<file path="config.mk">
export PLATFORM = sky130hd
export DESIGN_NAME = p405s_icu_fill_buf_flat
export DESIGN_NICKNAME = d
export VERILOG_FILES = /design/src/rtl/p405s_icu_fill_buf_if.sv /design/src/rtl/p405s_icu_fill_buf.sv /design/src/flat_wrapper.sv
export SDC_FILE = /design/constraint.sdc
export NUM_CORES = 1
export LEC_CHECK = 0
export CORE_MARGIN = 5
export CORE_UTILIZATION = 25
export DETAILED_ROUTE_END_ITERATION = 8
export GPL_TIMING_DRIVEN = 0
export PLACE_DENSITY = 0.44
export SYNTH_ARGS = -nofsm -noshare
export SYNTH_HDL_FRONTEND = slang
export SYNTH_SLANG_ARGS = --single-unit
</file>
<file path="constraint.sdc">
create_clock -name CB -period 3.55 [get_ports CB]
set_input_delay 0.71 -clock CB [delete_from_list [all_inputs] [get_ports CB]]
set_output_delay 0.71 -clock CB [all_outputs]
set_load 0.005 [all_outputs]
</file>
<file path="src/rtl/p405s_icu_fill_buf_if.sv">
// Bus bundle between the ICU control/fetch logic and the line-fill buffer.
// The fill source and fetch requester use the master side; the buffer uses the slave side.
interface p405s_icu_fill_buf_if #(
  parameter int WORDS = 8,
  parameter int DW    = 32
);
  localparam int IW = $clog2(WORDS);

  logic            fillStart;
  logic [IW-1:0]   fillWordIdx;
  logic            fillDataValid;
  logic [0:DW-1]   fillData;
  logic            fillAbort;
  logic            reqValid;
  logic [IW-1:0]   reqWordIdx;
  logic [0:DW-1]   fetchData;
  logic            fetchEn;
  logic            fillBusy;
  logic            fillDone;
  logic [WORDS-1:0] wordValid;
  logic [IW-1:0]   curPtr;

  modport master (
    output fillStart, fillWordIdx, fillDataValid, fillData, fillAbort,
    output reqValid, reqWordIdx,
    input  fetchData, fetchEn, fillBusy, fillDone, wordValid, curPtr
  );

  modport slave (
    input  fillStart, fillWordIdx, fillDataValid, fillData, fillAbort,
    input  reqValid, reqWordIdx,
    output fetchData, fetchEn, fillBusy, fillDone, wordValid, curPtr
  );
endinterface

</file>
<file path="src/rtl/p405s_icu_fill_buf.sv">
// ICU line-fill buffer: gathers a critical-word-first wrapping line fill and
// forwards already-present words to the fetch register one cycle after request.
module p405s_icu_fill_buf #(
  parameter int WORDS = 8,
  parameter int DW    = 32
) (
  input  logic                  CB,
  input  logic                  reset,
  p405s_icu_fill_buf_if.slave   bus
);
  localparam int IW = $clog2(WORDS);

  localparam logic [1:0] IDLE = 2'd0;
  localparam logic [1:0] FILL = 2'd1;
  localparam logic [1:0] DONE = 2'd2;

  localparam logic [IW-1:0] LAST = IW'(WORDS - 1);

  logic [1:0]       state_q, state_d;
  logic [WORDS-1:0] wordValid_q, wordValid_d;
  logic [IW-1:0]    curPtr_q, curPtr_d;
  logic [IW-1:0]    count_q, count_d;
  logic [0:DW-1]    fetchData_q, fetchData_d;
  logic             fetchEn_q, fetchEn_d;
  logic [0:DW-1]    lineBuf_q [WORDS];

  logic wrEn;
  logic bypass;
  logic hit;

  // An aborted beat is never written, so it can neither update the line nor be bypassed.
  always_comb begin
    wrEn   = (state_q == FILL) && bus.fillDataValid && !bus.fillAbort;
    bypass = wrEn && (curPtr_q == bus.reqWordIdx);
    hit    = bus.reqValid && (wordValid_q[bus.reqWordIdx] || bypass);

    fetchEn_d   = hit;
    fetchData_d = fetchData_q;
    if (hit) begin
      fetchData_d = bypass ? bus.fillData : lineBuf_q[bus.reqWordIdx];
    end
  end

  always_comb begin
    state_d     = state_q;
    wordValid_d = wordValid_q;
    curPtr_d    = curPtr_q;
    count_d     = count_q;

    case (state_q)
      IDLE: begin
        if (bus.fillStart) begin
          wordValid_d = '0;
          curPtr_d    = bus.fillWordIdx;
          count_d     = '0;
          state_d     = FILL;
        end
      end
      FILL: begin
        if (bus.fillAbort) begin
          wordValid_d = '0;
          state_d     = IDLE;
        end else if (bus.fillDataValid) begin
          wordValid_d[curPtr_q] = 1'b1;
          curPtr_d              = curPtr_q + 1'b1;
          count_d               = count_q + 1'b1;
          if (count_q == LAST) begin
            state_d = DONE;
          end
        end
      end
      DONE: begin
        state_d = IDLE;
      end
      default: begin
        state_d = IDLE;
      end
    endcase
  end

  always_ff @(posedge CB) begin
    if (reset) begin
      state_q     <= IDLE;
      wordValid_q <= '0;
      curPtr_q    <= '0;
      count_q     <= '0;
      fetchData_q <= '0;
      fetchEn_q   <= 1'b0;
    end else begin
      state_q     <= state_d;
      wordValid_q <= wordValid_d;
      curPtr_q    <= curPtr_d;
      count_q     <= count_d;
      fetchData_q <= fetchData_d;
      fetchEn_q   <= fetchEn_d;
    end
  end

  // Line storage needs no reset: wordValid gates every read.
  always_ff @(posedge CB) begin
    if (wrEn) begin
      lineBuf_q[curPtr_q] <= bus.fillData;
    end
  end

  assign bus.fetchData = fetchData_q;
  assign bus.fetchEn   = fetchEn_q;
  assign bus.fillBusy  = (state_q == FILL);
  assign bus.fillDone  = (state_q == DONE);
  assign bus.wordValid = wordValid_q;
  assign bus.curPtr    = curPtr_q;

endmodule

</file>
<file path="src/flat_wrapper.sv">
// flat-port wrapper written by rule: the top's interface ports become plain ports
module p405s_icu_fill_buf_flat 
#(
  parameter int WORDS = 8,
  parameter int DW    = 32
)
  (CB, reset, bus_fillStart, bus_fillWordIdx, bus_fillDataValid, bus_fillData, bus_fillAbort, bus_reqValid, bus_reqWordIdx, bus_fetchData, bus_fetchEn, bus_fillBusy, bus_fillDone, bus_wordValid, bus_curPtr);
  p405s_icu_fill_buf_if #(.WORDS(WORDS), .DW(DW)) bus_i ();
  input  logic CB;
  input  logic reset;
  input wire logic [$bits(bus_i.fillStart)-1:0] bus_fillStart;
  input wire logic [$bits(bus_i.fillWordIdx)-1:0] bus_fillWordIdx;
  input wire logic [$bits(bus_i.fillDataValid)-1:0] bus_fillDataValid;
  input wire logic [$bits(bus_i.fillData)-1:0] bus_fillData;
  input wire logic [$bits(bus_i.fillAbort)-1:0] bus_fillAbort;
  input wire logic [$bits(bus_i.reqValid)-1:0] bus_reqValid;
  input wire logic [$bits(bus_i.reqWordIdx)-1:0] bus_reqWordIdx;
  output wire logic [$bits(bus_i.fetchData)-1:0] bus_fetchData;
  output wire logic [$bits(bus_i.fetchEn)-1:0] bus_fetchEn;
  output wire logic [$bits(bus_i.fillBusy)-1:0] bus_fillBusy;
  output wire logic [$bits(bus_i.fillDone)-1:0] bus_fillDone;
  output wire logic [$bits(bus_i.wordValid)-1:0] bus_wordValid;
  output wire logic [$bits(bus_i.curPtr)-1:0] bus_curPtr;
  assign bus_i.fillStart = bus_fillStart;
  assign bus_i.fillWordIdx = bus_fillWordIdx;
  assign bus_i.fillDataValid = bus_fillDataValid;
  assign bus_i.fillData = bus_fillData;
  assign bus_i.fillAbort = bus_fillAbort;
  assign bus_i.reqValid = bus_reqValid;
  assign bus_i.reqWordIdx = bus_reqWordIdx;
  assign bus_fetchData = bus_i.fetchData;
  assign bus_fetchEn = bus_i.fetchEn;
  assign bus_fillBusy = bus_i.fillBusy;
  assign bus_fillDone = bus_i.fillDone;
  assign bus_wordValid = bus_i.wordValid;
  assign bus_curPtr = bus_i.curPtr;
  p405s_icu_fill_buf #(.WORDS(WORDS), .DW(DW)) u_core (.CB(CB), .reset(reset), .bus(bus_i));
endmodule
</file>
## After elaboration in Yosys (flattened, before gate mapping)

Memories as Yosys holds them, arrays and structs flattened. A register that Yosys moved wholly into a read port is not among the register bits.
Index checks and enable logic that the tools add are counted.

- Flip-flop bits (word level): 17
- Bits in writable memories: 256
- Bits of input ports: 44
- Output and inout bits: 46
- Logic and storage cells: 56
- Memories: 1

Memories:

| name | words | width | read ports | clocked after Yosys merged registers in | write ports | RTL line | source |
|---|---|---|---|---|---|---|---|
| u_core.lineBuf_q | 8 | 32 | 1 | 1 | 1 | p405s_icu_fill_buf.sv:25 | `logic [0:DW-1] lineBuf_q [WORDS];` |

- Add/subtract/negate cells: 2
- Order comparisons: 3
- Eq/ne operators: 9
- Multiplexer cells: 23
- Bitwise gates (word level): 1
- Reductions and logical operators: 12

Operators by type and width:

| cell | number |
|---|---|
| 8-bit two-way mux | 3 |
| 3-bit two-way mux | 6 |
| 8-bit case mux with 2 select lines | 1 |
| 3-bit case mux with 2 select lines | 2 |
| 3-bit by 4-bit less-than comparator with 1-bit output, second input constant | 2 |
| 2-bit two-way mux | 4 |
| 8-bit bitwise OR | 1 |
| 3-bit by 1-bit adder with 3-bit output, second input constant | 2 |
| 2-bit != test, second input constant | 3 |
| 3-bit AND reduction | 2 |
| 1-bit logical AND | 5 |
| 1-bit two-way mux | 4 |
| 2-bit case mux with 2 select lines | 1 |
| 4-bit AND reduction | 1 |
| 1-bit binary-select mux with 3-bit select | 1 |
| 1-bit demux with 3-bit select | 1 |
| 3-bit equality test | 1 |
| 3-bit equality test, second input constant | 1 |
| 3-bit by 1-bit >= comparator with 1-bit output, second input constant | 1 |
| 3-bit by 2-bit != test with 1-bit output, second input constant | 1 |
| 3-bit != test, second input constant | 1 |
| 2-bit by 1-bit equality test with 1-bit output, second input constant | 1 |
| 2-bit equality test, second input constant | 1 |
| 2-bit zero test | 1 |
| 3 further kinds | 3 |

## Depth between registers and ports, before layout

Gate-level depths: netlist of run 1.

- Word-level depth: 8
- Depth in mapped cells: 8
- Gate-level depth less buffers: 5

## Least setup slack after synthesis of run 1

No wires, ideal clock.

- Kind: input to register
- Start point: input port bus_fillAbort
- End point: memory u_core.lineBuf_q[2][0] (netlist name) (enable)
- Setup time: 0.461 ns
- Data arrival time: 3.386 ns
- Data required time: 3.089 ns
- Slack: -0.297 ns
- Stages: 3
- Buffers on the path: 0
- Cell sequence: and4bb_4 -> nand2_1 -> nor3_1

- Word-level cells in the longest chain between the ends: 4

RTL lines:

| item | RTL line | source |
|---|---|---|
| start: declaration | flat_wrapper.sv:15 | `input wire logic [$bits(bus_i.fillAbort)-1:0] bus_fillAbort;` |
| 1-bit zero test | p405s_icu_fill_buf.sv:33 | `wrEn = (state_q == FILL) && bus.fillDataValid && !bus.fillAbort;` |
| 1-bit logical AND | p405s_icu_fill_buf.sv:33 |  |
| 1-bit two-way mux | p405s_icu_fill_buf.sv:101 | `if (wrEn) begin` |
| 1-bit two-way mux (not written as such) | p405s_icu_fill_buf.sv:102 | `lineBuf_q[curPtr_q] <= bus.fillData;` |
| end: declaration | p405s_icu_fill_buf.sv:25 |  |

No other way between the ends.

## Final worst setup path of run 1

- Start point: input port bus_reqWordIdx[2]
- End point: register u_core.fetchData_q, in the netlist u_core.bus.fetchData[31] (read register of u_core.lineBuf_q)

- Word-level cells in the longest chain between the ends: 4
- Elaborated cells between the ends (all ways): 6
- Classes of those cells: eq/ne: 1; mux: 2; reduce/logical: 3

RTL lines:

| item | RTL line | source |
|---|---|---|
| start: declaration | flat_wrapper.sv:17 | `input wire logic [$bits(bus_i.reqWordIdx)-1:0] bus_reqWordIdx;` |
| 1-bit binary-select mux with 3-bit select or 3-bit equality test (tied branches) | p405s_icu_fill_buf.sv:35, p405s_icu_fill_buf.sv:34 |  |
| 1-bit two-way mux (not written as such) or 1-bit logical AND (tied branches) | p405s_icu_fill_buf.sv:35, p405s_icu_fill_buf.sv:34 |  |
| 1-bit logical OR | p405s_icu_fill_buf.sv:35 | `hit = bus.reqValid && (wordValid_q[bus.reqWordIdx] \|\| bypass);` |
| 1-bit logical AND | p405s_icu_fill_buf.sv:35 |  |
| end: declaration | p405s_icu_fill_buf.sv:23 | `logic [0:DW-1] fetchData_q, fetchData_d;` |

Parallel ways exist; a longest one is shown, timed or not. The select of a mux whose other input is x is not followed.
A chain may end at the register's enable or synchronous reset.

==> results of run 1 <==
[worst register-to-register path: stages (launching register included)]
cell and delay, ns:
dfxtp_1 0.47, clkbuf_1 0.49, nand2_1 0.28, nor2_4 0.55
buf_12 0.27
[metal layers]
metal | vias up | global-route usage (%) | share of wire, %
met3 | 44 | 2.77 | 5.2
li1 | 3352 | - | -
met2 | 189 | 21.6 | 48
met1 | 3672 | 17.1 | 45
met5 | - | 0 | 0.078
met4 | 4 | 2.97 | 1.7
[logic make-up (layout without fill, tap and decap cells)]
logic type,after synthesis,in the layout,synth area share (%)
simple gates,58,58,2.47
fa+ha+maj,3,3,0.308
buf+inv,61,219,2.79
xor+xnor,3,3,0.216
compound gates,214,214,11.4
mux,134,134,11.7
flops,305,305,71.1
[stage by stage]
stage	worst slack, ns	setup TNS [ns]	hold slack (ns)
2_1_floorplan	0.560	0	0.466
3_3_place_gp	-1.76	-404.45	0.468
3_5_place_dp	0.203	0	0.471
4_1_cts	0.748	0	0.479
5_1_grt	0.542	0	0.509
6_report	0.714	0	0.475
[state kept, by name, summed over array words and instances, names as in the netlist]
signal                flops
u_core.lineBuf_q        256
u_core.bus.curPtr         3
u_core.count_q            3
u_core.state_q            2
u_core.bus.fetchData     32
u_core.bus.wordValid      8
u_core.bus.fetchEn        1
[Yosys cell counts, drive strengths merged, types with 2 or more instances]
| master | number |
|---|---|
| edfxtp | 256 |
| mux2i | 68 |
| o21ai | 67 |
| mux2 | 66 |
| dfxtp | 49 |
| a21oi | 41 |
| buf | 33 |
| a22o | 32 |
| o22ai | 32 |
| o2111ai | 31 |
| nor2 | 28 |
| clkbuf | 26 |
| nand2 | 6 |
| nand2b | 6 |
| nor2b | 5 |
| a22oi | 3 |
| ha | 3 |
| xnor2 | 3 |
| a211oi | 2 |
| a31oi | 2 |
| inv | 2 |
| nor3 | 2 |
| nor3b | 2 |
| nor4 | 2 |
[worst max path at each step]
stage	slack [ns]	endpoint	cells past startpoint
2_1_floorplan	0.56	u_core.lineBuf_q[3][0]$_DFFE_PP_	3
3_3_place_gp	-1.76	u_core.lineBuf_q[5][13]$_DFFE_PP_	4
3_5_place_dp	0.20	u_core.bus.fetchData[31]$_SDFFE_PP0P_	8
6_report	0.71	u_core.bus.fetchData[31]$_SDFFE_PP0P_	8
4_1_cts	0.75	u_core.bus.fetchData[31]$_SDFFE_PP0P_	8
5_1_grt	0.54	u_core.bus.fetchData[31]$_SDFFE_PP0P_	8
[power by group]
part	leakage (nW)	switching, mW	internal (mW)	total, mW
combinational	1.71	0.330	0.241	0.571
sequential	2.70	0.0244	3.92	3.95
clock	0.570	1.41	2.17	3.58
[area by class of cell]
cell class	instances	area (sq um)	share of cell area [%]
flip-flops and latches	305	8670	56.8
multi-input cells	412	3250	21.3
repair buffers	96	1070	6.99
clock buffers	49	1030	6.76
well taps	622	778	5.10
plain buffers	59	333	2.18
clock inverters	13	119	0.779
inverters	2	7.51	0.0492
==> flow_summary.json, run 1 <==
{
  "status": "finished clean",
  "path_cells": "clkdlybuf4s50_1 > nor2b_1 > clkbuf_1 > clkbuf_1 > a22o_1 > o21ai_0 > o2111ai_1 > a21oi_1",
  "grt_pass1_wl_um": 51300,
  "synth_cell_types": 41,
  "r2r-start": "u_core.bus.curPtr[2]$_SDFFE_PP0P_",
  "drc": 0,
  "die_y_um": 231,
  "n_fill_cell": 4742,
  "crit_path_top_delay_cell": "clkbuf_1",
  "drv_slew": 0,
  "synth_top_area_cell": "edfxtp_1",
  "initial_core_util_pct": 25.1,
  "die-area_sq_um": 53300,
  "cts-root-buf": "clkbuf_16",
  "syn_inst": 778,
  "yosysTopAreaCellShare_pct": 63.1,
  "drive_above_1_share_pct": 18.2,
  "power_mw": 8.09,
  "ir_worst_vdd_mv": 0.261,
  "core_sq_um": 48500,
  "cpMostUsedCell": "clkbuf_1",
  "num_vias": 7261,
  "cts.sinks": 305,
  "startpoint_type": "primary input",
  "area_delta_synth_final_pct": 25.1,
  "postCtsHoldBufs": 0,
  "final_design_area_no_fill_sq_um": 15300,
  "cts_buffers": 35,
  "die_w_um": 231,
  "endpoint_kind": "flip-flop",
  "reg2reg_slack_ns": 1.18,
  "ios": 90,
  "cts_tree": "yes",
  "yosysSeqAreaShare_pct": 71.1,
  "antenna_found_initial": 2,
  "grt_max_degree": 23,
  "hold_depth": 2,
  "ff2ff_path_depth": 4,
  "cts_resized": 0,
  "crit_start": "bus_reqWordIdx[2]",
  "drv_cap": 0,
  "finalHoldViolations": 0,
  "critical_path_class": "in -> reg",
  "wire_per_inst_um": 22.3,
  "hp-class": "reg -> reg",
  "min_to": "u_core.bus.fetchData[13]$_SDFFE_PP0P_",
  "clkLatencyLatePin_ns": 0.52,
  "nets": 958,
  "cts_max_path_buffers": 3,
  "hold_start": "u_core.bus.fetchData[13]$_SDFFE_PP0P_",
  "slowest_delay_ns": 0.74,
  "postRouteAntennaNets": 0,
  "synth_ff_type": "edfxtp_1",
  "path_buf_inv": 3,
  "synth_seq_cells": 305,
  "placed_area_sq_um": 14100,
  "routed_wirelength_um": 34700,
  "fin_cells": 1558,
  "crit_required_ns": 3.91,
  "crit_fanout": 10,
  "vias_per_cell": 4.66,
  "power_density_nw_per_um2": 531,
  "post-cts-setup-buffers": 0,
  "min_period_ns": 2.84,
  "syn-num-nets": 825,
  "antennaDiodeCount": 0,
  "maxSlewHeadroom_pct": 38.2,
  "reg2reg_to": "u_core.lineBuf_q[5][13]$_DFFE_PP_",
  "layout_common_cells": "edfxtp_1 (256), clkdlybuf4s50_1 (86), mux2i_1 (68), mux2_2 (66), o21ai_0 (64)",
  "p_leak_nw": 4.98,
  "first_pass_iters": 5,
  "avgSynthCellArea_sq_um": 15.7,
  "synth_area_sq_um": 12200,
  "htreeDepth": 2,
  "synth_edf_count": 256,
  "async_flop_share_pct": 0,
  "place_inst": 1496,
  "grt_pass1_vias": 7565,
  "grt_usage_pct": 12.9,
  "drt_iter0_drc": 461,
  "post-route-util_pct": 31.4,
  "yosysWarnings": 0,
  "crit_family": "buffers and inverters",
  "path_clk_slew_ns": 0.06,
  "tightestPinTransition_ns": 0.926,
  "std_cell_rows": 81,
  "grt_remaining_overflow": 0,
  "clock_skew_ns": 0.0206,
  "final_common_cell": "edfxtp_1",
  "synth_area_leaders": "edfxtp_1 (63%), dfxtp_1 (8.0%), mux2_2 (6.1%), mux2i_1 (5.6%), o21ai_0 (2.6%)",
  "min_period_over_period_pct": 79.9,
  "rsz0062_at_grt": "false",
  "place_hpwl_um": 22400,
  "worstPathArrival_ns": 3.19,
  "fmax_mhz": 353,
  "setup_viol": 0,
  "gp_congestion": 0.713,
  "portBuffers": 86
}
No activity file was read; power rests on OpenSTA's default activity.
==> run 2, diff against run 1 <==
==> constraint.sdc (replaced) <==
create_clock -name CB -period 2.3 [get_ports CB]
set_input_delay 0.46 -clock CB [delete_from_list [all_inputs] [get_ports CB]]
set_output_delay 0.46 -clock CB [all_outputs]
set_load 0.005 [all_outputs]
==> run 2 against run 1 <==
Compared with the run above:
- the run now ends with setup timing left
- worst hold slack barely moved
- wire length rose by 2.1%
- combinational power increased by 57%
- non-clock buffer count grew 11
- sequential share of layout area decreased by 0.62 points
- final area is 1.1% higher
- highest routed layer unchanged
==> flow_summary.json, run 2 (synthesized netlist as in run 1, its figures left out) <==
{
  "crit_start": "bus_fillAbort",
  "core_sq_um": 48500,
  "crit_required_ns": 2.67,
  "htreeDepth": 2,
  "finalHoldViolations": 0,
  "grt_max_degree": 24,
  "crit_fanout": 10,
  "area_delta_synth_final_pct": 26.5,
  "hold_depth": 2,
  "startpoint_type": "primary input",
  "maxSlewHeadroom_pct": 42.2,
  "min_to": "u_core.bus.fetchData[20]$_SDFFE_PP0P_",
  "crit_path_top_delay_cell": "clkdlybuf4s50_1",
  "cts_max_path_buffers": 3,
  "path_buf_inv": 3,
  "place_inst": 1496,
  "fin_cells": 1569,
  "tightestPinTransition_ns": 0.854,
  "reg2reg_to": "u_core.bus.fetchData[14]$_SDFFE_PP0P_",
  "layout_setup_ws_ns": -0.00283,
  "r2r-start": "u_core.state_q[1]$_SDFFE_PP0P_",
  "drive_above_1_share_pct": 20.0,
  "min_period_ns": 2.30,
  "p_leak_nw": 5.08,
  "die_y_um": 231,
  "violations": "setup timing",
  "grt_usage_pct": 13.1,
  "std_cell_rows": 81,
  "hold_start": "u_core.bus.fetchData[20]$_SDFFE_PP0P_",
  "fmax_mhz": 434,
  "power_mw": 12.2,
  "reg2reg_slack_ns": 0.09,
  "route.met2.wl_um": 17800,
  "ff2ff_path_depth": 8,
  "first_pass_iters": 4,
  "worstPathArrival_ns": 2.67,
  "clkLatencyLatePin_ns": 0.51,
  "wl_met1_um": 15900,
  "ios": 90,
  "drv_cap": 0,
  "wire_per_inst_um": 22.6,
  "postCtsHoldBufs": 0,
  "path_cells": "clkdlybuf4s50_1 > and4bb_4 > nand4_2 > buf_6 > buf_1 > o21ai_0 > o2111ai_1 > a21oi_1",
  "nets": 969,
  "path_clk_slew_ns": 0.06,
  "drc": 0,
  "final_common_cell": "edfxtp_1",
  "ir_worst_vdd_mv": 0.386,
  "cts_buffers": 35,
  "clock_skew_ns": 0.0145,
  "num_vias": 7202,
  "cts-root-buf": "clkbuf_16",
  "cts_tree": "yes",
  "grt_remaining_overflow": 0,
  "endpoint_kind": "flip-flop",
  "fin_setup_tns_ns": -0.00283,
  "drt_iter0_drc": 379,
  "hp-class": "reg -> reg",
  "initial_core_util_pct": 25.1,
  "routed_wirelength_um": 35500,
  "gp_congestion": 0.721,
  "min_period_over_period_pct": 100,
  "die_w_um": 231,
  "die-area_sq_um": 53300,
  "top_register": "u_core.lineBuf_q",
  "topRoutingLayerUsed": "met5",
  "wl_met3_um": 1260,
  "grt_pass1_wl_um": 51900,
  "antennaDiodeCount": 0,
  "status": "finished with violations",
  "setup_viol": 1,
  "place_hpwl_um": 22800,
  "power_density_nw_per_um2": 793,
  "rsz0062_at_grt": "true",
  "drv_slew": 0,
  "layout_common_cells": "edfxtp_1 (256), clkdlybuf4s50_1 (86), mux2i_1 (68), mux2_2 (66), o21ai_0 (64)",
  "antenna_found_initial": 2,
  "postRouteAntennaNets": 0,
  "portBuffers": 86,
  "grt_pass1_vias": 7558,
  "critical_path_class": "in -> reg",
  "slowest_delay_ns": 0.58,
  "cts.sinks": 305,
  "largest_reg_flops": 256,
  "vias_per_cell": 4.59,
  "crit_family": "buffers and inverters"
}
## run 2: cell types whose count changed in the layout (fill, tap and decap cells not counted), sizes merged
cell,delta
buf,+14
bufinv,-1
inv,-1
clkinvlp,-1
## run 2: power by group
group / internal, mW / total [mW] / switching (mW)
Sequential: 6.05 / 6.09 / 0.0394
Combinational: 0.383 / 0.898 / 0.515
Clock: 3.12 / 5.24 / 2.12
Total: 9.56 / 12.2 / 2.67
## run 2: through the flow
| stage | area (sq um) | setup slack (ns) | hold WS [ns] | utilization, % |
|---|---|---|---|---|
| final | 15400 | -0.00283 | 0.475 | 31.8 |
| after global routing | 15400 | -0.103 | 0.469 | 31.8 |
| after CTS | 15400 | 0.00114 | 0.469 | 31.8 |
| after detailed placement | 14100 | -0.806 | 0.469 | 29.1 |
| after global placement | 13800 | -2.81 | 0.460 | 28.5 |
| after floorplan | 12200 | -0.440 | 0.466 | - |
## run 2: worst max path at each step
stage / end / slack (ns) / cells after the start
global placement: u_core.lineBuf_q[1][5]$_DFFE_PP_ / -2.81 / 4
detailed placement: u_core.bus.fetchData[19]$_SDFFE_PP0P_ / -0.81 / 8
floorplan: u_core.lineBuf_q[3][0]$_DFFE_PP_ / -0.44 / 3
CTS: u_core.bus.fetchData[14]$_SDFFE_PP0P_ / 0.001 / 8
global route: u_core.bus.fetchData[24]$_SDFFE_PP0P_ / -0.10 / 8
finish: u_core.bus.fetchData[14]$_SDFFE_PP0P_ / -0.003 / 8
## run 2: repair_timing
action                                  CTS  global route
resized for setup                        11            14
pin swaps                                 7             0
buffers inserted                         12             0
endpoints found under the setup margin  209            54
## run 2: per-layer routing
layer	GRT usage, %	up-vias
met3	2.34	41
met4	2.66	4
met5	0	-
met2	22.8	123
met1	17.2	3652
li1	-	3382
## run 2: layout make-up
| cell class | count | area [sq um] |
|---|---|---|
| buffer | 58 | 348 |
| clock buffer | 52 | 1000 |
| sequential | 305 | 8670 |
| fill | 4721 | 33100 |
| clock inverter | 10 | 70.1 |
| timing repair buffer | 108 | 1290 |
| tap | 622 | 778 |
| multi-input combinational | 412 | 3260 |
| inverter | 2 | 7.51 |
## run 2: tightest hold or removal path, stage by stage (launching register included)
cell and delay, ns:
dfxtp_1 0.30, o21ai_0 0.06, a21oi_1 0.06
